File: config.mk
export PLATFORM = sky130hd
export DESIGN_NAME = enc8to3_stream
export DESIGN_NICKNAME = d
export VERILOG_FILES = /design/src/rtl/enc8to3_stream.sv
export SDC_FILE = /design/constraint.sdc
export NUM_CORES = 1
export LEC_CHECK = 0
export CORE_MARGIN = 1.5
export CORE_UTILIZATION = 44
export DETAILED_ROUTE_END_ITERATION = 10
export PLACE_DENSITY_LB_ADDON = 0.05
export SYNTH_ARGS = -nofsm -noshare
export SYNTH_HDL_FRONTEND = slang
export SYNTH_SLANG_ARGS = --single-unit
File: constraint.sdc
create_clock -name clk -period 2.3 [get_ports clk]
set_input_delay 0.345 -clock clk [delete_from_list [all_inputs] [get_ports clk]]
set_output_delay 0.345 -clock clk [all_outputs]
set_load 0.01 [all_outputs]
File: src/rtl/enc8to3_stream.sv
// Sequential 8-to-3 priority encoder: captures a multi-hot request vector and
// streams the index of every set bit, highest first, one per handshake.
//
// state | meaning
// ------+--------------------------------------------------------------
// IDLE  | no vector held; load with en captures i (zero vector -> none)
// SCAN  | pend holds unsent bits; q shows the highest one while en is high
module enc8to3_stream #(
    parameter int N  = 8,
    parameter int IW = 3
) (
    input  logic          clk,
    input  logic          rst_n,
    input  logic          en,
    input  logic          load,
    input  logic [N-1:0]  i,
    output logic [IW-1:0] q,
    output logic          q_valid,
    input  logic          q_ready,
    output logic          busy,
    output logic          done,
    output logic          none
);

    typedef enum logic {
        IDLE = 1'b0,
        SCAN = 1'b1
    } state_t;

    state_t        state_q, state_d;
    logic [N-1:0]  pend_q, pend_d;
    logic          done_q, done_d;
    logic          none_q, none_d;
    logic [IW-1:0] top_idx;
    logic [N-1:0]  pend_clr;
    logic          fire;

    // Ascending scan so the highest set bit is the last assignment to win.
    always_comb begin
        top_idx = '0;
        for (int k = 0; k < N; k++) begin
            if (pend_q[k]) begin
                top_idx = IW'(k);
            end
        end
    end

    assign pend_clr = pend_q & ~(N'(1) << top_idx);
    assign fire     = (state_q == SCAN) && en && q_ready;

    always_comb begin
        state_d = state_q;
        pend_d  = pend_q;
        done_d  = 1'b0;
        none_d  = 1'b0;
        case (state_q)
            IDLE: begin
                if (en && load) begin
                    if (i != '0) begin
                        pend_d  = i;
                        state_d = SCAN;
                    end else begin
                        none_d = 1'b1;
                    end
                end
            end
            SCAN: begin
                if (fire) begin
                    pend_d = pend_clr;
                    if (pend_clr == '0) begin
                        state_d = IDLE;
                        done_d  = 1'b1;
                    end
                end
            end
            default: begin
                state_d = IDLE;
                pend_d  = '0;
            end
        endcase
    end

    always_ff @(posedge clk or negedge rst_n) begin
        if (!rst_n) begin
            state_q <= IDLE;
            pend_q  <= '0;
            done_q  <= 1'b0;
            none_q  <= 1'b0;
        end else begin
            state_q <= state_d;
            pend_q  <= pend_d;
            done_q  <= done_d;
            none_q  <= none_d;
        end
    end

    // q is forced to zero whenever it is not being offered.
    assign q_valid = (state_q == SCAN) && en;
    assign q       = q_valid ? top_idx : '0;
    assign busy    = (state_q == SCAN);
    assign done    = done_q;
    assign none    = none_q;

endmodule

==> qor.yml, run 1 <==
clocking:
  clk_pin_slew_ns: 0.08
  cts_buffers: 3
  insertion_delay_ns: 0.27
  cts.sink_count: 11
  clock_path_buffers: 2
  cts_post_setup_buffers_inserted: 0
  hold_buffers: 0
  cts.repair.resized: 0
  cts_root_buf: "sky130_fd_sc_hd__clkbuf_4"
  htree_num_levels: 1
  tritoncts: "built"
synthesis:
  post_synthesis_cells: 74
  yosys_most_used_dff: "sky130_fd_sc_hd__dfrtp_1"
  synthArstFlopShare_pct: 100
  ys_seq_area_share_pct: 42.3
  synth_top_area_share_pct: 42.3
  mappedNetlistArea_um2: 651
  synth.net_count: 87
  netlist_top_cells_area: "sky130_fd_sc_hd__dfrtp_1, sky130_fd_sc_hd__a21oi_1, sky130_fd_sc_hd__o21ai_0, sky130_fd_sc_hd__nand2_1, sky130_fd_sc_hd__a221o_1"
  number_of_enable_flip_flop_cells_after_synthesis: 0
  post_synth_num_cell_types: 26
  ys.warnings.count: 0
  synth-seq-cells: 11
  synth_largest_area_cell: "sky130_fd_sc_hd__dfrtp_1"
  synth_area_per_cell_um2: 8.79
min_path:
  worstHoldPathType: "input pin to asynchronous set/reset pin"
worst_setup_path:
  path_class: "flop to output port"
  worstSetupEndpointType: "output port"
  critical_path.startpoint: "pend_q[2]"
  timing.rr.start: "pend_q[5]"
  startpoint_type: "flop"
  cp_data_required_time_ns: 1.96
  path_max_fanout: 6
  critical_path_arrival_ns: 1.85
floorplanning:
  total_number_of_placement_rows: 13
  design.die.area_um2: 1720
  core_region_area_um2: 1330
  floorplan.initialDensity_pct: 48.8
  io_pins: 20
  die_height_um: 41.5
  die_width_um: 41.5
timing:
  rsz0062_at_grt: "false"
  fin_skew_ns: 0.000981
  transition_time_at_the_pin_with_the_least_slew_margin_ns: 0.526
  slew_viol_final: 0
  tmin_final_ns: 2.20
  finalSetupViolCount: 0
  fmax_mhz: 455
  number_of_hold_slack_violations_in_the_final_timing_report: 0
  slew_headroom_pct: 64.6
  min_period_over_period_pct: 95.5
  final_total_negative_setup_slack_ns: 0
global_route:
  total_overflow_reported_by_the_global_router: 0
  grt_first_pass_wirelength_um: 2890
  grt_max_degree: 14
  antenna_found_initial: 0
  grt_pass1_vias: 615
  grt_util_all_layers_pct: 21.9
route:
  detail_route.first_pass.iterations: 4
  detail_route.vias_per_cell: 5.97
  drc_errors: 0
  drt-total-wl_um: 1790
  wire_per_inst_um: 15.4
  detailedRoute.firstIterationViolations: 30
  detailroute.via_count: 692
  route.antenna.remaining_nets: 0
placed_design:
  numPortBuffers: 19
  dp_hpwl_um: 1320
  numPlacedInstances: 112
  dpl-instance-area_um2: 893
  gpl.final_weighted_congestion: 0.925
cells_and_area:
  fill_cells: 116
  final_cells: 116
  finish.net_count: 115
  antenna_diode_count: 0
  layout.cell_area.non_filler_um2: 920
  post_route_cells_drive_above_1_share_pct: 11.9
  syn2layout_area_growth_pct: 41.3
run:
  max_cap_viol_count: 0
power_and_ir_drop:
  power_density_nw_per_um2: 1170
  leakage_nw: 0.403
  vdd_ir_drop_max_uv: 749
run_status:
  run_status: "finished, final reports clean"
-- critical path, cell delays in order, from the launching register on --
cell and delay [ns]:
sky130_fd_sc_hd__dfrtp_1 0.45, sky130_fd_sc_hd__nand2b_1 0.17, sky130_fd_sc_hd__a21oi_1 0.17, sky130_fd_sc_hd__o21ai_0 0.10
sky130_fd_sc_hd__a21oi_1 0.15, sky130_fd_sc_hd__clkdlybuf4s50_1 0.55
-- worst paths after layout --
check / to / slack, ns / cells after the start
min in group clk: pend_q[0] / 0.57 / 1
hold / removal: pend_q[4] / 0.40 / 1
hold reg to reg: pend_q[0] / 0.57 / 1
max in group asynchronous: pend_q[7] / 1.56 / 1
setup reg to reg: busy / 0.25 / 4
setup / recovery: q[0] / 0.10 / 5
-- layer usage --
metal  vias up  GRT usage (%)  share of wire, %
li1        328              -                 -
met1       321           31.8                46
met2        41           32.2                44
met3         2           5.65               9.7
met4         0           5.81              0.78
met5         -              0                 0
-- registers in the layout, summed over array words and instances (netlist names) --
register	count
busy	1
done	1
none	1
pend_q	8
-- power breakdown --
part	switching, mW	internal, mW	total [mW]
registers	0.0642	0.255	0.319
logic	0.292	0.321	0.612
clock network	0.0781	0.0672	0.145
total	0.434	0.643	1.08
-- cells in the mapped netlist, types with 2 or more instances --
master / instances
sky130_fd_sc_hd__a221o_1: 3
sky130_fd_sc_hd__a21oi_1: 9
sky130_fd_sc_hd__nor2_1: 3
sky130_fd_sc_hd__a32oi_1: 2
sky130_fd_sc_hd__o21ai_0: 8
sky130_fd_sc_hd__nor3_1: 2
sky130_fd_sc_hd__dfrtp_1: 11
sky130_fd_sc_hd__nor4_1: 2
sky130_fd_sc_hd__nand2_1: 10
sky130_fd_sc_hd__nand2b_1: 2
sky130_fd_sc_hd__inv_1: 7
-- final cells by class --
type,count,area (um2),area share [%]
Inverter,7,26.3,2.86
Timing Repair Buffer,24,228,24.8
Clock buffer,4,26.3,2.86
Tap cell,15,18.8,2.04
Multi-Input combinational cell,55,345,37.6
Sequential cell,11,275,29.9
-- stage by stage --
step | setup WS, ns | power (mW) | util (%) | hold slack [ns]
final | 0.104 | 1.08 | 68.9 | 0.402
after global routing | 0.0380 | 1.14 | 68.9 | 0.453
after CTS | 0.121 | 1.06 | 68.9 | 0.430
after detailed placement | 0.225 | 0.921 | 67.0 | 0.535
after floorplan | 0.261 | 0.679 | - | 0.0494
after global placement | 0.243 | 0.920 | 67.0 | 0.545
-- placed cells by master (no fill, tap or decap), drive strengths merged --
cell type / count
a221o: 3
or3: 2
clkdlybuf4s50: 19
a21boi: 1
o311a: 1
a32oi: 2
and3: 1
a211o: 1
o32a: 1
maj3: 2
nand2b: 2
nor2: 3
inv: 7
a21oi: 9
nand2: 10
nor4: 2
dfrtp: 11
clkbuf: 4
a21bo: 1
o211a: 1
nor3: 2
mux2i: 1
o21ai: 8
or4: 1
buf: 5
and3b: 1
-- logic make-up (layout without fill, tap and decap cells) --
kind of cell	count (synthesis)	after routing	synth area share [%]
compound gates	28	28	29.2
fa+ha+maj	2	2	3.27
mux	1	1	1.54
buf+inv	8	35	4.62
simple gates	24	24	19.0
flops	11	11	42.3
Power figures use the tool's default switching activity.
==> run 2, diff against run 1 <==
- CTS_CLUSTER_DIAMETER: unset -> 80
==> results of run 2 <==
Same layout as run 1: the final DEF is identical, and so are final timing and power.
==> run 3, diff against run 2 <==
- CORE_MARGIN: 1.5 -> 1
==> run 3 against run 2 <==
Effect of this change: routed wire length fell by 4.9%; critical path depth unchanged; die area is 4.8% lower; critical endpoint unchanged; first-iteration DRC count down 30%; maximum frequency is 1.5% higher; cell count did not move; clock power shrank 8%; sequential share of layout area unchanged.
==> qor.yml, run 3 (same netlist as run 1, synthesis figures left out) <==
placed_design:
  post-place-ws_ns: 0.223
  dp_hpwl_um: 1270
  numPortBuffers: 19
  numPlacedInstances: 112
  gpl.final_weighted_congestion: 0.889
worst_setup_path:
  critical_path.startpoint: "pend_q[2]"
  critPathMostFrequentCell: "sky130_fd_sc_hd__a21oi_1"
  startpoint_type: "flop"
  cp_slowest_stage_delay_ns: 0.55
  path_max_fanout: 6
  timing.rr.start: "pend_q[5]"
  crit_buf_inv: 1
  cp_data_required_time_ns: 1.96
  critical-path-top-delay-family: "buffers and inverters"
  max_stage_delay_cell_worst_path: "sky130_fd_sc_hd__clkdlybuf4s50_1"
  cells_along_the_critical_path: "nand2b_1 -> a21oi_1 -> o21ai_0 -> a21oi_1 -> clkdlybuf4s50_1"
  worstSetupEndpointType: "output port"
  path_class: "flop to output port"
  critical_path_arrival_ns: 1.82
cells_and_area:
  finish.net_count: 115
  fill_cells: 99
  final_core_utilization_pct: 68.9
  layout_commonest_cell: "sky130_fd_sc_hd__clkdlybuf4s50_1"
  most-common-layout-cells: "sky130_fd_sc_hd__clkdlybuf4s50_1, sky130_fd_sc_hd__dfrtp_1, sky130_fd_sc_hd__nand2_1"
  antenna_diode_count: 0
  post_route_cells_drive_above_1_share_pct: 11.9
  final_cells: 116
  largest_register_ff_count: 8
  syn2layout_area_growth_pct: 41.3
  top_register: "pend_q"
timing:
  slew_viol_final: 0
  fin_skew_ns: 0.00357
  setup_slack_ns: 0.136
  transition_time_at_the_pin_with_the_least_slew_margin_ns: 0.548
  rsz0062_at_grt: "false"
  slew_headroom_pct: 63.1
  number_of_hold_slack_violations_in_the_final_timing_report: 0
  tmin_final_ns: 2.16
  min_period_over_period_pct: 94.1
  final_total_negative_setup_slack_ns: 0
  fmax_mhz: 462
  finalSetupViolCount: 0
run:
  max_cap_viol_count: 0
floorplanning:
  core_region_area_um2: 1330
  total_number_of_placement_rows: 13
  die_height_um: 40.5
  floorplan.initialDensity_pct: 48.8
  design.die.area_um2: 1640
  die_width_um: 40.5
  io_pins: 20
global_route:
  antenna_found_initial: 0
  total_overflow_reported_by_the_global_router: 0
  grt_pass1_vias: 577
  grt_first_pass_wirelength_um: 2470
  grt_util_all_layers_pct: 23.6
  grt_max_degree: 14
clocking:
  cts.repair.resized: 0
  clock_path_buffers: 2
  cts_post_setup_buffers_inserted: 0
  tritoncts: "built"
  hold_buffers: 0
  clk_pin_slew_ns: 0.07
  cts.sink_count: 11
  cts_buffers: 3
  insertion_delay_ns: 0.27
  htree_num_levels: 1
  cts_root_buf: "sky130_fd_sc_hd__clkbuf_4"
power_and_ir_drop:
  vdd_ir_drop_max_uv: 794
  post-layout-total-power_mw: 1.06
  power_density_nw_per_um2: 1150
  leakage_nw: 0.403
route:
  drc_errors: 0
  wire_per_inst_um: 14.7
  detailroute.via_count: 658
  drt-total-wl_um: 1700
  detail_route.first_pass.iterations: 5
  detailedRoute.firstIterationViolations: 21
  route.antenna.remaining_nets: 0
  detail_route.vias_per_cell: 5.67
run_status:
  run_status: "finished, final reports clean"
min_path:
  worstHoldPathType: "input pin to asynchronous set/reset pin"
==> run 3: cell counts in the layout (fill, tap and decap cells not counted) <==
No cell type changed its count.
==> run 3: per-layer routing <==
layer	GRT usage [%]	vias to the layer above	part of all wire (%)
li1	-	330	-
met1	32.9	293	47
met2	35.7	31	45
met3	3.33	4	7.1
met4	10.0	0	1.1
met5	0	-	0
==> run 3: area by class of cell <==
type / count / area [um2] / area share [%]
Clock buffer: 4 / 26.3 / 2.86
Inverter: 7 / 26.3 / 2.86
Multi-Input combinational cell: 55 / 345 / 37.6
Sequential cell: 11 / 275 / 29.9
Tap cell: 15 / 18.8 / 2.04
Timing Repair Buffer: 24 / 228 / 24.8
==> run 3: worst paths after layout <==
kind,end,slack [ns],cells past startpoint
max,q[0],0.14,5
min,pend_q[1],0.41,1
max reg2reg,busy,0.24,4
min reg2reg,pend_q[0],0.56,1
max in group asynchronous,pend_q[6],1.56,1
min in group clk,pend_q[0],0.56,1
==> run 3: report_power, final <==
group / leakage [nW] / switching (mW) / internal [mW] / total, mW
Sequential: 0.134 / 0.0603 / 0.255 / 0.316
Combinational: 0.254 / 0.287 / 0.320 / 0.608
Clock: 0.0150 / 0.0667 / 0.0672 / 0.134
Total: 0.403 / 0.415 / 0.643 / 1.06
==> run 3: through the flow <==
| step | hold slack, ns | area, um2 |
|---|---|---|
| final | 0.406 | 920 |
| after global routing | 0.442 | 920 |
| after CTS | 0.430 | 920 |
| after detailed placement | 0.541 | 893 |
| after global placement | 0.548 | 893 |
| after floorplan | 0.0494 | 651 |
